File: src/rtl/led_bank_scheduler.sv
`default_nettype none
// ============================================================================
// Module   : led_bank_scheduler
// Function : Time-shares an 8-LED bank between 4 pattern requesters. Owners
//            rotate round-robin on a prescaled tick, each keeping the LEDs
//            for a fixed slot, with an optional all-off gap between owners.
// Revision : 1.0 - initial release
// ============================================================================
module led_bank_scheduler #(
  parameter int PRESCALE_BITS = 18,
  parameter int SLOT_TICKS    = 16,
  parameter int GAP_TICKS     = 1
) (
  input  logic        hwclk,
  input  logic        rst_n,
  input  logic [3:0]  req,
  input  logic [31:0] pat,
  output logic [3:0]  grant,
  output logic [1:0]  owner_id,
  output logic        led1,
  output logic        led2,
  output logic        led3,
  output logic        led4,
  output logic        led5,
  output logic        led6,
  output logic        led7,
  output logic        led8
);

  typedef enum logic [1:0] {
    S_IDLE = 2'd0,
    S_OWN  = 2'd1,
    S_GAP  = 2'd2
  } state_t;

  localparam logic [7:0] c_slot_last = 8'(SLOT_TICKS - 1);
  // With no gap configured the GAP state is a single pass-through cycle.
  localparam logic [7:0] c_gap_last  = (GAP_TICKS > 0) ? 8'(GAP_TICKS - 1) : 8'd0;

  logic [PRESCALE_BITS-1:0] r_pre_cnt;
  state_t                   r_state;
  logic [3:0]               r_grant;
  logic [1:0]               r_owner;
  logic [1:0]               r_ptr;
  logic [7:0]               r_slot_cnt;
  logic [7:0]               r_gap_cnt;
  logic [7:0]               r_leds;

  state_t                   w_state_n;
  logic [3:0]               w_grant_n;
  logic [1:0]               w_owner_n;
  logic [1:0]               w_ptr_n;
  logic [7:0]               w_slot_n;
  logic [7:0]               w_gap_n;
  logic [7:0]               w_leds_n;

  logic                     w_tick;
  logic                     w_arb_en;
  logic                     w_arb_found;
  logic [1:0]               w_arb_winner;
  logic [1:0]               w_scan_idx;
  logic [3:0]               w_owner_hot;
  logic                     w_others_req;
  logic [7:0]               w_owner_pat;
  logic                     w_slot_end;

  assign w_tick       = &r_pre_cnt;
  assign w_owner_hot  = 4'b0001 << r_owner;
  assign w_others_req = (req & ~w_owner_hot) != 4'b0000;
  assign w_owner_pat  = pat[{r_owner, 3'b000} +: 8];
  assign w_slot_end   = w_tick && (r_slot_cnt == c_slot_last);

  // Free-running prescaler; deliberately untouched by FSM transitions.
  always_ff @(posedge hwclk or negedge rst_n) begin
    if (!rst_n) begin
      r_pre_cnt <= '0;
    end else begin
      r_pre_cnt <= r_pre_cnt + 1'b1;
    end
  end

  // Round-robin scan: walk from ptr+3 down to ptr so the nearest hit wins.
  always_comb begin
    w_arb_found  = 1'b0;
    w_arb_winner = r_ptr;
    w_scan_idx   = r_ptr;
    for (int k = 3; k >= 0; k--) begin
      w_scan_idx = r_ptr + 2'(k);
      if (req[w_scan_idx]) begin
        w_arb_found  = 1'b1;
        w_arb_winner = w_scan_idx;
      end
    end
  end

  // Next-state and registered-output logic for IDLE / OWN / GAP.
  always_comb begin
    w_state_n = r_state;
    w_grant_n = r_grant;
    w_owner_n = r_owner;
    w_ptr_n   = r_ptr;
    w_slot_n  = r_slot_cnt;
    w_gap_n   = r_gap_cnt;
    w_leds_n  = 8'd0;
    w_arb_en  = 1'b0;
    case (r_state)
      S_IDLE: begin
        w_grant_n = 4'b0000;
        w_arb_en  = 1'b1;
      end
      S_OWN: begin
        w_leds_n = w_owner_pat;
        if (w_tick) begin
          w_slot_n = r_slot_cnt + 8'd1;
        end
        // Release beats expiry; expiry only hands over if someone else waits.
        if (!req[r_owner] || (w_slot_end && w_others_req)) begin
          w_state_n = S_GAP;
          w_grant_n = 4'b0000;
          w_leds_n  = 8'd0;
          w_gap_n   = 8'd0;
        end else if (w_slot_end) begin
          w_slot_n = 8'd0;
        end
      end
      S_GAP: begin
        w_grant_n = 4'b0000;
        if (w_tick) begin
          w_gap_n = r_gap_cnt + 8'd1;
        end
        if ((GAP_TICKS == 0) || (w_tick && (r_gap_cnt == c_gap_last))) begin
          w_arb_en  = 1'b1;
          w_state_n = S_IDLE;
          w_gap_n   = 8'd0;
        end
      end
      default: begin
        w_state_n = S_IDLE;
        w_grant_n = 4'b0000;
      end
    endcase
    // A successful arbitration overrides whatever IDLE/GAP chose above.
    if (w_arb_en && w_arb_found) begin
      w_state_n = S_OWN;
      w_grant_n = 4'b0001 << w_arb_winner;
      w_owner_n = w_arb_winner;
      w_slot_n  = 8'd0;
      w_ptr_n   = w_arb_winner + 2'd1;
    end
  end

  // State and output registers, cleared asynchronously.
  always_ff @(posedge hwclk or negedge rst_n) begin
    if (!rst_n) begin
      r_state    <= S_IDLE;
      r_grant    <= 4'b0000;
      r_owner    <= 2'd0;
      r_ptr      <= 2'd0;
      r_slot_cnt <= 8'd0;
      r_gap_cnt  <= 8'd0;
      r_leds     <= 8'd0;
    end else begin
      r_state    <= w_state_n;
      r_grant    <= w_grant_n;
      r_owner    <= w_owner_n;
      r_ptr      <= w_ptr_n;
      r_slot_cnt <= w_slot_n;
      r_gap_cnt  <= w_gap_n;
      r_leds     <= w_leds_n;
    end
  end

  assign grant    = r_grant;
  assign owner_id = r_owner;
  assign led1     = r_leds[0];
  assign led2     = r_leds[1];
  assign led3     = r_leds[2];
  assign led4     = r_leds[3];
  assign led5     = r_leds[4];
  assign led6     = r_leds[5];
  assign led7     = r_leds[6];
  assign led8     = r_leds[7];

endmodule
`default_nettype wire

File: config.mk
export PLATFORM = sky130hd
export DESIGN_NAME = led_bank_scheduler
export DESIGN_NICKNAME = d
export VERILOG_FILES = /design/src/rtl/led_bank_scheduler.sv
export SDC_FILE = /design/constraint.sdc
export NUM_CORES = 1
export LEC_CHECK = 0
export CAP_MARGIN = 20
export CORE_ASPECT_RATIO = 1.1
export CORE_UTILIZATION = 50
export CTS_CLUSTER_SIZE = 24
export DETAILED_ROUTE_END_ITERATION = 8
export HOLD_SLACK_MARGIN = 0.05
export PLACE_DENSITY = 0.74
export RECOVER_POWER = 100
export SETUP_SLACK_MARGIN = 0.02
export SKIP_LAST_GASP = 1
export SLEW_MARGIN = 20
export SYNTH_ARGS = -nofsm -noshare
export SYNTH_HDL_FRONTEND = slang
export SYNTH_SLANG_ARGS = --single-unit
File: constraint.sdc
create_clock -name hwclk -period 5 [get_ports hwclk]
set_clock_uncertainty 0.2 [all_clocks]
set_input_delay 1 -clock hwclk [delete_from_list [all_inputs] [get_ports hwclk]]
set_output_delay 1 -clock hwclk [all_outputs]
set_load 0.05 [all_outputs]
==> run metrics, run 1 <==
Max-Cap Viols 1; Setup Fix Bufs, Post-CTS 0; Mapped Area roughly 2900 µm²; DIE AREA roughly 6100 µm²; wire length per cell between 15 and 20 µm; GRT Util Overall between 20 and 25%; xor-xnor portion of the synthesized cell area between 4 and 5%; largest net degree at the start of global routing between 50 and 60; Initial Utilization between 50% and 60%; Synth cell types 55; root buf cell clkbuf_8; CP endpoint kind register; Tcrit/Tclk final slightly above 70%; failing checks max-capacitance violations, max-slew violations; H-Tree Depth 2; Total Routed Length a little over 6 mm; Cell Area, Placed around 3500 µm²; CTS buffer count 5; setup violators final 0; max incr delay on CP ~0.7 ns; routability congestion estimate about 0.87; FFs w/ async S/R, synth 100%; Worst R2R End r_slot_cnt[2]; initial drt markers 115; Slew @ Worst Pin ~2.8 ns; r2r setup slk around 2 ns; post-synthesis net count approximately 320; antenna-violating nets left 0; hold path endpoint r_pre_cnt[7]; Mapped Cells about 280; worst path required time about 5.0 ns; buffers plus inverters on the worst setup path 1; Filler Cells Inserted ~500; Multi-input gate area around 1500 µm²; min Tclk post-route 3.61 ns; CTS tree built; drt drc 0; Seq/Total Area, Yosys between 40% and 50%; Final #Nets approximately 370; I/O Buffers 51; worst hold slack about 0.28 ns; GR Overflow Total 0; fin cells slightly above 400; Die Wd 74.4 µm; worst setup path class input pin to register; Post-CTS Hold Buffers 0; register area around 1300 µm²; Critical Path Source Type input pin; fmax 277 MHz; Synth Area in Compound Gates between 10% and 20%; CTS resizes 0; Reg clk slew, reported paths roughly 0.10 ns; row count 28; simple-gate share of the synthesized area between 20% and 30%; PD cells 405 nW/µm²; Lkg Pwr around 1.6 nW; Slowest-stage cell, CP dlygate4sd3_1; CP Cell Sequence dlygate4sd3_1 -> or3b_2 -> a2111oi_0 -> o31ai_1 -> o21ai_0 -> nor4_1 -> a21o_1; initial antenna violation count 0; number of synthesized flops with an enable pin 0; via/cell ratio 5.65; Rel. slew slack -83.4%; layout cells sized above 1 under 10%; Yosys warning total 0; Hold Path Class register to register; final hold viol count 0; top cell type by total area after synthesis dfrtp_1; combinational family with the most area after synthesis simple AND/OR/NAND/NOR gates; crit-path max FO 11; worst reg2reg path startpoint r_pre_cnt[0]; global-route wire length before repair about 10 mm; chip height between 80 and 90 µm; crit-path leading delay family compound AO/OA/AOI/OAI gates; Sink Count 52; vias in the first global route ~2.2k; ys flop type dfrtp_1; Synth top area share 45.1%; top post-synthesis cells by area dfrtp_1, mux4_2, nand2_1; Mean Syn Cell Area ~10 µm²; min-delay src r_pre_cnt[7]; final instance area 3530 µm²; mux contribution to synthesized area 8.11%; area delta synth->final 22.4%; DRT Pass-1 Iters 4; VDD IR max about 0.00042 V; Design Power between 1 and 1.5 mW; cell depth of the worst flop-to-flop path 7; crit path DAT roughly 3.6 ns; Yosys reg bits 52; core box area about 5500 µm²; Antenna Cells 0; Cells after DPL a little under 400; sum of negative setup slack 0 ns; Max clock buf depth 2; num ports 52; Adder-Cell Fraction of Synth Area 3.47%; clk_lat worst skew about 0.31 ns; status complete, but fails checks; pins over their slew limit 53; post-DP HPWL 4.58 mm; vias between 2k and 2.5k; RSZ-0062 raised after global routing false; hold depth 1
-- placed cells by master, fill, tap and decap left out, types with 3 or more instances in the layout --
| cell type | count |
|---|---|
| dfrtp_1 | 52 |
| clkdlybuf4s50_1 | 34 |
| nand2_1 | 29 |
| dlygate4sd3_1 | 16 |
| nor2_1 | 14 |
| inv_1 | 13 |
| nor3_1 | 12 |
| o21ai_0 | 12 |
| xnor2_1 | 11 |
| nand3_1 | 11 |
| mux4_2 | 9 |
| ha_1 | 8 |
| nand4_1 | 7 |
| and2_0 | 7 |
| and3_1 | 6 |
| clkbuf_8 | 6 |
| xor2_1 | 5 |
| a22o_1 | 5 |
| nor2b_1 | 4 |
| a21oi_1 | 4 |
| nor4_1 | 4 |
| a211o_1 | 4 |
| nor4b_1 | 3 |
| and2_1 | 3 |
| o31ai_1 | 3 |
| a21o_1 | 3 |
-- per-stage QoR --
| stage | util (%) | worst slack (ns) |
|---|---|---|
| finish | 64.7 | 1.39 |
| global route | 64.7 | 0.985 |
| CTS | 65.1 | 1.51 |
| detailed placement | 63.3 | 1.23 |
| global placement | 63.3 | 1.32 |
| floorplan | - | 2.16 |
-- kinds of logic after synthesis --
group	count (synthesis)
simple gates	118
xor+xnor	16
buf+inv	21
mux	12
flops	52
compound gates	50
fa+ha+maj	8
-- state kept, by name, summed over array words and instances (netlist names) --
| signal | cells |
|---|---|
| grant | 4 |
| owner_id | 2 |
| r_state | 2 |
| r_leds | 8 |
| r_pre_cnt | 18 |
| r_slot_cnt | 8 |
| r_gap_cnt | 8 |
| r_ptr | 2 |
-- cell usage after synthesis, types with 3 or more instances --
master / n
nor2_1: 14
a21oi_1: 4
clkbuf_1: 7
xnor2_1: 11
nor3_1: 12
xor2_1: 5
a22o_1: 5
a21o_1: 3
and3_1: 6
nor4_1: 4
o31ai_1: 3
nor4b_1: 3
nor2b_1: 4
nand2_1: 29
ha_1: 8
a211o_1: 4
inv_1: 13
and2_1: 10
mux4_2: 9
nand4_1: 6
o21ai_0: 12
dfrtp_1: 52
nand3_1: 11
-- worst max path at each step --
| stage | end | slack (ns) | startpoint | cells after the start |
|---|---|---|---|---|
| 2_1_floorplan | r_slot_cnt[7] | 2.16 | req[3] | 6 |
| 6_report | r_slot_cnt[3] | 1.39 | req[2] | 7 |
| 4_1_cts | r_slot_cnt[3] | 1.51 | req[2] | 7 |
| 3_3_place_gp | r_slot_cnt[3] | 1.32 | req[2] | 7 |
| 5_1_grt | r_leds[5] | 0.99 | rst_n | 2 |
| 3_5_place_dp | r_slot_cnt[3] | 1.23 | req[2] | 7 |
-- where the power goes --
group / internal [mW] / switching (mW)
logic: 0.250 / 0.351
registers: 0.486 / 0.0913
clock network: 0.113 / 0.141
-- per-layer routing --
metal | up-vias | part of all wire (%) | GRT usage, %
met5 | - | 0 | 0
met4 | 0 | 1.5 | 8.11
met3 | 7 | 2.6 | 3.80
met2 | 35 | 52 | 35.7
met1 | 1128 | 44 | 30.5
li1 | 1113 | - | -
-- cell type report --
cell class,count,share of cell area (%)
repair buffers,52,14.4
multi-input cells,204,42.1
clock inverters,1,0.212
flip-flops and latches,52,36.8
clock buffers,7,2.44
inverters,13,1.38
well taps,75,2.66
Power figures use the tool's default switching activity.
==> run 2: changes to the inputs <==
clock period = 3.6 ns   (was 5 ns; I/O delays follow)
==> run 2 against run 1 <==
First-iteration DRC count down 14%. Clock-buffer cell count is the same. Flip-flop and latch count did not move. Global-route usage shrank 1.5 points. The flow now finishes without violations. Via count shrank 0.74%. Highest routed layer unchanged. Cell count rose by 0.99%. Critical endpoint unchanged.
==> run metrics, run 2 (synthesized netlist as in run 1, its figures left out) <==
initial antenna violation count 0; sum of negative setup slack 0 ns; met2 WL 3.10 mm; Largest register FFs 18; fmax ~320 MHz; layout cells sized above 1 9.91%; drt drc 0; largest reg by FF count r_pre_cnt; Metal-1 WL 2.72 mm; worst setup path class input pin to register; P_sw 0.806 mW; Setup Fix Bufs, Post-CTS 0; root buf cell clkbuf_8; setup violators final 0; clk_lat worst skew ~0.3 ns; num ports 52; Lkg Pwr ~1.6 nW; vias in the first global route between 2k and 2.5k; fin cells between 400 and 500; RSZ-0062 raised after global routing false; Cell Area, Placed 3490 µm²; most common cell after layout, fill and taps aside dfrtp_1; Max-Cap Viols 0; Cells after DPL 400; GR Overflow Total 0; DIE AREA 6080 µm²; Comb pwr share between 40 and 50%; Slowest-stage cell, CP dlygate4sd3_1; final instance area approximately 3600 µm²; Hold Path Class register to register; CP Cell Sequence dlygate4sd3_1 -> or3b_2 -> a2111oi_0 -> o31ai_1 -> o21ai_0 -> nor4_1 -> a21o_1; sequential share of power roughly 39%; CTS resizes 0; PD cells 560 nW/µm²; H-Tree Depth 2; Die Wd ~74 µm; met3 WL post-DR around 160 µm; Slew @ Worst Pin between 1 and 1.5 ns; GRT Util Overall a little over a fifth; DRT Pass-1 Iters 4; via/cell ratio about 5.6; global-route wire length before repair ~9.6 mm; Critical Path Source Type input pin; final hold viol count 0; highest routed metal layer met4; Rel. slew slack 18.0%; Reg clk slew, reported paths roughly 0.09 ns; Final #Nets between 300 and 400; area delta synth->final 23.3%; core box area 5470 µm²; worst hold slack approximately 0.28 ns; row count 28; Post-CTS Hold Buffers 0; wire length per cell ~15 µm; Sink Count 52; CP endpoint kind register; largest net degree at the start of global routing 30; Multi-input gate area between 1000 and 1500 µm²; Max clock buf depth 2; Clock Power Share between 15 and 20%; crit-path max FO 4; CTS tree built; pins over their slew limit 0; min Tclk post-route between 3 and 4 ns; worst path required time approximately 3.6 ns; routability congestion estimate around 0.84; VDD IR max 0.000600 V; antenna-violating nets left 0; Initial Utilization between 50 and 60%; max incr delay on CP roughly 0.54 ns; Filler Cells Inserted around 470; Int Pwr between 1 and 1.5 mW; vias ~2.3k; initial drt markers ~100; commonest cells after routing, fill and taps aside dfrtp_1, clkdlybuf4s50_1, nand2_1, dlygate4sd3_1, nor2_1; I/O Buffers roughly 50; status completed; Net Sw Frac roughly two fifths; register area around 1300 µm²; crit path DAT 3.09 ns; CTS buffer count 5; post-DP HPWL 4.59 mm; Total Routed Length 6.02 mm; Tcrit/Tclk final between 80 and 90%; Antenna Cells 0; chip height between 80 and 90 µm
[run 2: power groups by stage]
stage / clock network, mW / registers [mW] / logic [mW]
2_1_floorplan: 0 / 0.949 / 0.458
6_report: 0.347 / 0.779 / 0.867
5_1_grt: 0.378 / 0.801 / 0.943
3_5_place_dp: 0 / 0.794 / 0.893
4_1_cts: 0.362 / 0.784 / 0.895
3_3_place_gp: 0 / 0.796 / 0.885
[run 2: cell type report]
class                      count  share of cell area, %
multi-input combinational    204                   41.8
sequential                    52                   36.6
timing repair buffer          56                   15.0
tap                           75                   2.64
clock buffer                   7                   2.43
inverter                      13                   1.37
clock inverter                 1                  0.211
[run 2: stage by stage]
stage / utilization [%] / power, mW / setup WS, ns
floorplan: - / 1.41 / 0.805
global placement: 63.9 / 1.68 / 0.354
detailed placement: 63.9 / 1.69 / 0.307
CTS: 65.6 / 2.04 / 0.624
global route: 65.1 / 2.12 / 0.312
finish: 65.1 / 1.99 / 0.509
[run 2: worst paths after layout]
| path | slack, ns | to | startpoint | cells past startpoint |
|---|---|---|---|---|
| max | 0.51 | r_slot_cnt[3] | req[2] | 7 |
| min | 0.28 | r_pre_cnt[0] | r_pre_cnt[0] | 1 |
| max reg2reg | 0.59 | r_slot_cnt[2] | r_pre_cnt[4] | 6 |
| min reg2reg | 0.28 | r_pre_cnt[0] | r_pre_cnt[0] | 1 |
| max in group asynchronous | 1.40 | r_pre_cnt[11] | rst_n | 2 |
| min in group asynchronous | 0.45 | r_pre_cnt[1] | rst_n | 1 |
[run 2: worst max-delay path, delay by kind of cell]
| kind | cells | cell delay, ns |
|---|---|---|
| buf+inv | 1 | 0.54 |
| compound gates | 4 | 1.28 |
| simple gates | 2 | 0.55 |
[run 2: metal layers]
metal	track usage [%]	up-vias
met5	0	-
met4	4.34	0
met3	3.44	4
met2	34.6	35
met1	28.7	1102
li1	-	1125
==> run 3: changes to the inputs <==
PLACE_DENSITY = not set   (was 0.74)
PLACE_DENSITY_LB_ADDON = 0.3   (was not set)
TNS_END_PERCENT = 10   (was not set)
==> run 3 against run 2 <==
Flip-flop and latch count unchanged. First-iteration DRC count increased by 58%. Sequential power about the same. Cell count up 0.25%. Via count up 3.6%. Global-route usage increased by 1.1 points. Combinational power increased by 0.6%. Core utilization is 0.25 points higher. Clock power grew 13%. Sequential share of layout area fell by 0.14 points. Maximum frequency rose by 1.0%. Largest power group unchanged.
==> run metrics, run 3 (synthesized netlist as in run 1, its figures left out) <==
status completed; Reg clk slew, reported paths roughly 0.09 ns; drt drc 0; Largest register FFs 18; CP endpoint kind register; post-DP HPWL between 4 and 5 mm; CTS buffer count 5; chip height 81.7 µm; antenna-violating nets left 0; vias in the first global route ~2.2k; crit-path max FO 11; setup violators final 0; RSZ-0062 raised after global routing false; fmax roughly 330 MHz; Initial Utilization a little over half; Multi-input gate area 1480 µm²; via/cell ratio 5.74; crit path DAT approximately 3 ns; VDD IR max around 0.00048 V; GR Overflow Total 0; vias 2,348; DIE AREA approximately 6000 µm²; routability congestion estimate between 0.8 and 0.9; PD cells 573 nW/µm²; min Tclk post-route slightly above 3 ns; Rel. slew slack 5.13%; area delta synth->final 23.8%; Slew @ Worst Pin around 1.4 ns; most common cell after layout, fill and taps aside dfrtp_1; largest reg by FF count r_pre_cnt; Setup Fix Bufs, Post-CTS 0; pins over their slew limit 0; Die Wd ~74 µm; CTS resizes 0; DRT Pass-1 Iters 4; Final #Nets about 380; initial antenna violation count 0; Place WS around 0.34 ns; row count 28; I/O Buffers 51; commonest cells after routing, fill and taps aside dfrtp_1, clkdlybuf4s50_1, nand2_1, dlygate4sd3_1, nor2_1; core box area between 5000 and 6000 µm²; initial drt markers between 150 and 200; wire length per cell between 15 and 20 µm; worst setup path class input pin to register; register area roughly 1300 µm²; Tcrit/Tclk final between 80% and 90%; global-route wire length before repair approximately 10 mm; Antenna Cells 0; CTS tree built; layout cells sized above 1 9.28%; num ports 52; Critical Path Source Type input pin; Post-CTS Hold Buffers 0; final hold viol count 0; Filler Cells Inserted between 400 and 500; worst path required time roughly 3.6 ns; GRT Util Overall between 20% and 30%; Lkg Pwr 1.61 nW; Hold Path Class register to register; Sink Count 52; Max-Cap Viols 0; H-Tree Depth 2; root buf cell clkbuf_8; Max clock buf depth 2; largest net degree at the start of global routing 29; clk_lat worst skew about 0.3 ns; Total Routed Length 6.22 mm; PnR worst setup slack 0.540 ns; sum of negative setup slack 0 ns
==> run 3: worst max-delay path, cell delays in order <==
cell and delay, ns:
dlygate4sd3_1 0.55, clkbuf_1 0.21, or3_1 0.45, nor4b_1 0.26, o31ai_1 0.16, o22ai_1 0.34
a311oi_1 0.09, a211o_1 0.28
==> run 3: metrics by stage <==
step	power [mW]	cells	area [µm²]	hold WS, ns	utilization (%)
global route	2.17	409	3570	0.302	65.4
CTS	2.09	409	3610	0.232	66.0
finish	2.05	409	3570	0.271	65.4
floorplan	1.41	277	2890	0.224	-
detailed placement	1.70	401	3500	0.267	64.0
global placement	1.67	401	3500	0.263	64.0
==> run 3: area by class of cell <==
type | instances | share of cell area, %
multi-input cells | 204 | 41.5
flip-flops and latches | 52 | 36.4
repair buffers | 57 | 15.1
well taps | 75 | 2.63
clock buffers | 6 | 2.03
inverters | 13 | 1.37
clock inverters | 2 | 0.980
==> run 3: per-layer routing <==
layer | vias up | share of wire, % | GRT usage (%)
met5 | - | 0 | 0
met4 | 0 | 1.9 | 6.04
met3 | 13 | 3.9 | 4.29
met2 | 53 | 52 | 36.8
met1 | 1157 | 42 | 28.9
li1 | 1125 | - | -
==> run 3: worst paths after layout <==
check | startpoint | to | slack (ns) | cells past startpoint
worst max-delay path | req[3] | r_slot_cnt[7] | 0.54 | 8
worst min-delay path | r_pre_cnt[0] | r_pre_cnt[0] | 0.27 | 1
worst max register to register | r_pre_cnt[0] | r_slot_cnt[2] | 0.59 | 8
worst min register to register | r_pre_cnt[0] | r_pre_cnt[0] | 0.27 | 1
max in group asynchronous | rst_n | owner_id[1] | 0.84 | 2
min in group asynchronous | rst_n | r_gap_cnt[4] | 0.53 | 1
==> run 3: report_power, final <==
group | internal (mW) | switching (mW)
logic | 0.354 | 0.518
clock network | 0.206 | 0.187
registers | 0.676 | 0.105
total | 1.24 | 0.810
